<file path="src/rtl/data_memory_ctrl.sv">
// data_memory_ctrl
// Single-port data memory for the MEM stage with a valid/ready request
// interface, a registered one-cycle read path and a sequential init engine
// that rewrites the power-on pattern one word per cycle.
//
// Ports:
//   clk        rising-edge clock
//   clr        asynchronous active-high reset (restarts the init sweep)
//   init_req   synchronous request to re-run the init sweep (IDLE only)
//   req_valid  request present
//   req_ready  block accepts a request this cycle (IDLE)
//   req_we     1 = write, 0 = read
//   req_addr   word address; addresses >= DEPTH are flagged, never aliased
//   req_wdata  write data
//   rd_valid   one-cycle pulse, rd_data holds the read result
//   rd_data    read result, holds its last value between pulses
//   err        one-cycle pulse for an accepted out-of-range request
//   init_done  memory initialised and block IDLE
module data_memory_ctrl #(
    parameter int DATA_W = 8,
    parameter int DEPTH  = 32,
    parameter int ADDR_W = 8
) (
    input  logic              clk,
    input  logic              clr,
    input  logic              init_req,
    input  logic              req_valid,
    output logic              req_ready,
    input  logic              req_we,
    input  logic [ADDR_W-1:0] req_addr,
    input  logic [DATA_W-1:0] req_wdata,
    output logic              rd_valid,
    output logic [DATA_W-1:0] rd_data,
    output logic              err,
    output logic              init_done
);

    localparam int KW = $clog2(DEPTH);
    localparam logic [KW-1:0]   LAST_K  = KW'(DEPTH - 1);
    localparam logic [KW-1:0]   HALF_K  = KW'(DEPTH / 2);
    localparam logic [ADDR_W:0] DEPTH_A = (ADDR_W + 1)'(DEPTH);

    typedef enum logic {
        INIT,
        IDLE
    } state_t;

    state_t            state, state_nxt;
    logic [KW-1:0]     k, k_nxt;
    logic [DATA_W-1:0] mem [DEPTH];
    logic [DATA_W-1:0] init_word;
    logic [KW-1:0]     idx;
    logic              accept;
    logic              in_range;

    assign req_ready = (state == IDLE);
    assign init_done = (state == IDLE);
    assign accept    = req_valid && req_ready;
    assign in_range  = ({1'b0, req_addr} < DEPTH_A);
    assign idx       = req_addr[KW-1:0];

    // Lower half of the array counts up from 0, upper half counts down
    // from 0 in two's complement (0, -1, -2, ...).
    always_comb begin
        init_word = '0;
        if (k < HALF_K)
            init_word = DATA_W'(k);
        else
            init_word = DATA_W'(DEPTH / 2) - DATA_W'(k);
    end

    // Next-state logic. A request accepted alongside init_req still
    // completes through the output registers; the sweep starts after it.
    always_comb begin
        state_nxt = state;
        k_nxt     = k;
        case (state)
            INIT: begin
                if (k == LAST_K) begin
                    state_nxt = IDLE;
                    k_nxt     = '0;
                end else begin
                    k_nxt = k + KW'(1);
                end
            end
            IDLE: begin
                if (init_req) begin
                    state_nxt = INIT;
                    k_nxt     = '0;
                end
            end
            default: begin
                state_nxt = INIT;
                k_nxt     = '0;
            end
        endcase
    end

    always_ff @(posedge clk or posedge clr) begin
        if (clr) begin
            state <= INIT;
            k     <= '0;
        end else begin
            state <= state_nxt;
            k     <= k_nxt;
        end
    end

    // Storage array has no reset; the init sweep owns it while in INIT.
    always_ff @(posedge clk) begin
        if (state == INIT)
            mem[k] <= init_word;
        else if (accept && req_we && in_range)
            mem[idx] <= req_wdata;
    end

    // Registered read/err path. Out-of-range reads return zero rather
    // than an aliased word.
    always_ff @(posedge clk or posedge clr) begin
        if (clr) begin
            rd_valid <= 1'b0;
            err      <= 1'b0;
            rd_data  <= '0;
        end else begin
            rd_valid <= accept && !req_we;
            err      <= accept && !in_range;
            if (accept && !req_we)
                rd_data <= in_range ? mem[idx] : '0;
        end
    end

endmodule

</file>
<file path="config.mk">
export PLATFORM = sky130hd
export DESIGN_NAME = data_memory_ctrl
export DESIGN_NICKNAME = d
export VERILOG_FILES = /design/src/rtl/data_memory_ctrl.sv
export SDC_FILE = /design/constraint.sdc
export NUM_CORES = 1
export LEC_CHECK = 0
export ABC_CLOCK_PERIOD_IN_PS = 4000
export BUFFER_PORTS_ARGS = -buffer_cell sky130_fd_sc_hd__buf_2
export CAP_MARGIN = 20
export CORE_MARGIN = 2
export CORE_UTILIZATION = 35
export CTS_BUF_LIST = sky130_fd_sc_hd__clkbuf_4
export CTS_CLUSTER_SIZE = 12
export DETAILED_ROUTE_END_ITERATION = 8
export GPL_TIMING_DRIVEN = 0
export PLACE_DENSITY = 0.49
export SYNTH_ARGS = -nofsm -noshare
export SYNTH_HDL_FRONTEND = slang
export SYNTH_SLANG_ARGS = --single-unit
export TNS_END_PERCENT = 10
</file>
<file path="constraint.sdc">
create_clock -name clk -period 4 [get_ports clk]
set_input_delay 0.4 -clock clk [delete_from_list [all_inputs] [get_ports clk]]
set_output_delay 0.4 -clock clk [all_outputs]
set_load 0.005 [all_outputs]
</file>
### Word-level counts from Yosys, hierarchy flattened

Memories as Yosys holds them, arrays and structs flattened.
Cells that the tools add are included.

* bitwise logic cells: 1
* add/subtract/negate cells: 2
* equal/unequal tests: 2
* $lt $le $gt $ge: 2
* multiplexer cells: 15
* reductions and logical operators: 8

Operators with widths (number)
* $mux W8: 3
* $mux W5: 3
* $pmux W5 S2: 1
* $lt A8 B6 Y1 const B: 1
* $reduce_or A8 Y1: 1
* $mux W1: 7
* $sub A5 B5 Y6 const A: 1
* $add A5 B1 Y5 const B: 1
* $eq A5 B5 Y1 const B: 1
* $logic_and A1 B1 Y1: 5
* $lt A5 B5 Y1 const B: 1
* $logic_not A1 Y1: 2
* $ne A2 B2 Y1 const B: 1
* $pmux W1 S2: 1
* $not A1 Y1: 1

* memories kept: 1
* bits in registers: 16
* input port bits: 21
* logic and storage cells: 36
* memory bits (writable): 256
* output and inout port bits: 12

Memory list
* mem: depth 32, width 8, read ports 1, clocked after memory_dff 0, wr ports 1, RTL line 50 `logic [DATA_W-1:0] mem [DEPTH];`

### Logic depth before layout (Yosys ltp)

* depth in word-level cells: 8
* mapped depth: 9
* gate-level depth less buffers: 8

### Worst setup path before layout

OpenSTA, ideal clock, no wires.

* path type: flip-flop to flip-flop
* start point: reg k[1]
* end point: mem mem[0][4], data pin
* setup slack: 0.742 ns
* cell stages (with the launch flop): 9
* period minus slack after synthesis: 3.258 ns
* arrival time: 2.791 ns
* buffers on the path: 1
* required time: 3.533 ns
* setup time: 0.467 ns
* cells stage by stage: dfrtp_1 > clkbuf_1 > inv_1 > ha_1 > and2_1 > ha_1 > inv_1 > a21oi_1 > o31ai_1

* word-level cells in the longest chain between the ends: 3
* elaborated cells between the ends (all ways): 4
* those cells by class: add/sub (1); order compare (1); mux (2)

RTL lines
* start: declaration: RTL line 49 `logic [KW-1:0] k, k_nxt;`
* start signal: assignment: RTL line 105 `k <= k_nxt;`
* $sub A5 B5 Y6 or $lt A5 B5 Y1 (tied branches): RTL line 69, 66
* $mux W8 (*): RTL line 66 `if (k < HALF_K)`
* $mux W8 (no source line) (*)
* end: declaration: RTL line 50

Mark *: on every way between the ends. The rest lies on a longest branch, timed or not.

### Worst setup path after layout

* start point: reg k[0]
* end point: mem mem[2][2], data pin

The elaborated chain is that of the path after synthesis.

==> impl_metrics.tcl <==
set metrics [dict create \
    seq_area_frac_synth 0.728 \
    worst_slew_margin_rel 0.320 \
    ys_ff_latch 272 \
    design.die.area_sq_um 33200 \
    routabilityCongestion 0.814 \
    leakage_nw 4.49 \
    pins_over_their_slew_limit 0 \
    post_cts_repair_resize_count 0 \
    grt_first_pass_wirelength_microns 38700 \
    drt_drc_violations_left 0 \
    setup_viol_count_final 0 \
    final.fill_count 2928 \
    fin_cells 1213 \
    cts_max_path_buffers 3 \
    synth.top_cells.by_count "sky130_fd_sc_hd__edfxtp_1, sky130_fd_sc_hd__mux2i_1, sky130_fd_sc_hd__nor2_1" \
    endpoint_kind "flip-flop" \
    synth-main-ff-cell "sky130_fd_sc_hd__edfxtp_1" \
    synth_fp_nets 673 \
    clockRootBuffer "sky130_fd_sc_hd__clkbuf_4" \
    timing.final.crit_share 0.794 \
    crit_arrival_ns 3.49 \
    syn_inst 648 \
    synth_edf_count 256 \
    worst_setup_hold_path_clk_slew_ns 0.06 \
    vias 6243 \
    worst_pin_slew_ns 1.02 \
    tritoncts_num_sinks 272 \
    start_kind "flip-flop" \
    drt-total-wl_microns 26100 \
    final-hold-violation-count 0 \
    ant_nets 0 \
    rsz0062_at_grt "no" \
    grt_residual_overflow 0 \
    netlist-cell-type-count 47 \
    standard_cell_with_the_maximum_stage_delay_on_the_critical_path "sky130_fd_sc_hd__a21oi_4" \
    max_clock_freq_mhz 315 \
    critical_path.max_stage_delay_ns 0.80 \
    post-cts-setup-buffers 0 \
    power_per_unit_of_standard_cell_area_nw_per_um2 628 \
    finish.net_count 783 \
    post_synth_instance_area_sq_um 11100 \
    ctsHoldBuffers 4 \
    cap_violations 0 \
    dp.final_hpwl_microns 17400 \
    numPortBuffers 30 \
    start_util 0.354 \
    critical_path.cell_chain "clkbuf_1 > inv_1 > ha_1 > and2_1 > ha_1 > nor2_1 > nor2_1 > xnor2_1 > a21oi_4" \
    grt_antenna_before_repair 1 \
    flow.area_growth_from_synthesis_pct 15.3 \
    beginning_of_the_worst_hold_path "req_wdata[4]" \
    chipHeight_microns 182 \
    holdPathEnd "mem[17][4]" \
    crit_type "reg -> reg" \
    synth_top_cell_area_share 0.692 \
    synth.area.top_cells "sky130_fd_sc_hd__edfxtp_1, sky130_fd_sc_hd__mux4_2, sky130_fd_sc_hd__mux2i_1" \
    final_period_minus_worst_setup_slack_ns 3.18 \
    vdd.ir_drop.worst_v 0.000335 \
    min_path_type "in -> reg" \
    numCtsBuffers 71 \
    required_ns 4.31 \
    drt-vias-per-instance 5.15 \
    synth.most_common_cell "sky130_fd_sc_hd__edfxtp_1" \
    timing.reg2reg.setup_slack_ns 0.82 \
    synthesis.yosys.warnings 0 \
    finClkSkew_ns 0.0408 \
    yosysTopAreaCell "sky130_fd_sc_hd__edfxtp_1" \
    postSynth.asyncResetShare 0.0588 \
    worst-path-max-fanout 32 \
    vias_in_the_first_global_route 6390 \
    detailedRoute.firstPassIterationCount 5 \
    postSynthAreaPerCell_sq_um 17.2 \
    run_status "complete, no violations" \
    regToRegStartpoint "k[0]" \
    h_tree_levels 3 \
    ios 33 \
    grt_usage 0.160 \
    initial_drc_count 636 \
    row_count 65 \
    clkLatencyLatePin_ns 0.67 \
    core_area_sq_um 31400 \
    layout_cells_sized_above_1 0.258 \
    holdPathStages 3 \
    tritoncts "yes" \
    post-place-cells 1082 \
    die_x_microns 182 \
    largest_net_degree_at_the_start_of_global_routing 33 \
    wl_per_cell_microns 21.5 \
    fin_setup_tns_ns 0 \
    r2r.worst_path.cells 9 \
    r2r_end "mem[2][2]" \
]
-- power by group --
| part | internal [mW] | switching, mW | total (mW) |
|---|---|---|---|
| Sequential | 3.96 | 0.103 | 4.06 |
| Combinational | 0.453 | 1.22 | 1.68 |
| Clock | 1.23 | 1.08 | 2.31 |
| Total | 5.65 | 2.40 | 8.05 |
-- sequential cells by signal, indices dropped and copies added (netlist names) --
name	cells
k	5
err	1
rd_data	8
rd_valid	1
init_done	1
mem	256
-- cells in the final DEF (no fill, tap or decap), types with 6 or more instances in the layout --
cell type                    n
sky130_fd_sc_hd__a21oi_1    28
sky130_fd_sc_hd__a22oi_1    21
sky130_fd_sc_hd__mux2i_1    66
sky130_fd_sc_hd__and2_1      9
sky130_fd_sc_hd__buf_2      37
sky130_fd_sc_hd__clkinv_1   16
sky130_fd_sc_hd__clkbuf_4  101
sky130_fd_sc_hd__edfxtp_1  256
sky130_fd_sc_hd__a22o_1      8
sky130_fd_sc_hd__nor2_1     48
sky130_fd_sc_hd__buf_6       7
sky130_fd_sc_hd__dfrtp_1    16
sky130_fd_sc_hd__mux2_2      6
sky130_fd_sc_hd__nand2_1    30
sky130_fd_sc_hd__o21ai_0     7
sky130_fd_sc_hd__inv_1       7
sky130_fd_sc_hd__o41ai_1     9
sky130_fd_sc_hd__a211oi_1    7
sky130_fd_sc_hd__nor3_1      6
sky130_fd_sc_hd__mux4_2     32
sky130_fd_sc_hd__clkbuf_1   18
-- kinds of logic (layout without fill, tap and decap cells) --
logic type,Yosys count,in the layout,share of synthesized area
AO/OA/AOI/OAI,109,109,0.0689
XOR/XNOR,1,1,0.000788
adder cells (fa/ha/maj),4,4,0.00450
buffers and inverters,49,211,0.0244
flip-flops,272,272,0.728
multiplexers,104,104,0.130
other,0,1,0
AND/OR/NAND/NOR,109,109,0.0435
-- cell type report --
class,instances,area (sq um),area share
Antenna cell,1,2.50,0.000195
Timing Repair Buffer,37,260,0.0203
Sequential cell,272,8090,0.631
Tap cell,402,503,0.0392
Clock buffer,101,758,0.0592
Clock inverter,24,126,0.00986
Multi-Input combinational cell,327,2810,0.219
Buffer,41,241,0.0188
Inverter,8,30.0,0.00234
-- per-stage QoR --
| step | hold WS, ns | instance area, sq um | total power, mW | util | worst slack (ns) |
|---|---|---|---|---|---|
| 2_1_floorplan | 0.314 | 11100 | 5.02 | - | 0.742 |
| 6_report | 0.249 | 12800 | 8.05 | 0.408 | 0.823 |
| 3_3_place_gp | 0.471 | 11800 | 5.66 | 0.375 | -1.31 |
| 3_5_place_dp | 0.476 | 11900 | 5.79 | 0.378 | 0.555 |
| 4_1_cts | 0.206 | 12800 | 8.12 | 0.407 | 0.802 |
| 5_1_grt | 0.250 | 12800 | 8.48 | 0.408 | 0.512 |
-- worst max path at each step --
stage	from	to	slack, ns	depth (start not counted)
floorplan	k[1]	mem[0][4]	0.74	8
global placement	k[1]	mem[14][3]	-1.31	8
detailed placement	req_addr[7]	mem[15][7]	0.55	6
CTS	k[0]	mem[2][2]	0.80	9
global route	k[0]	mem[2][2]	0.51	9
finish	k[0]	mem[2][2]	0.82	9
-- per-layer routing --
layer  part of all wire  vias up  track usage
met5                  0        -            0
met4              0.022        0       0.0600
met3              0.062       47       0.0369
met2               0.47      207        0.251
met1               0.45     3141        0.218
li1                   -     2848            -
-- worst max-delay path: cells and delay by family (launching register included) --
| family | cells | cell delay, ns |
|---|---|---|
| AOI/OAI and AO/OA | 1 | 0.80 |
| buffers and inverters | 2 | 0.52 |
| and+or+nand+nor | 3 | 0.50 |
| adders and majority gates | 2 | 0.48 |
| DFF | 1 | 0.36 |
| xor gates and xnor gates | 1 | 0.16 |
No activity file was read; power rests on OpenSTA's default activity.
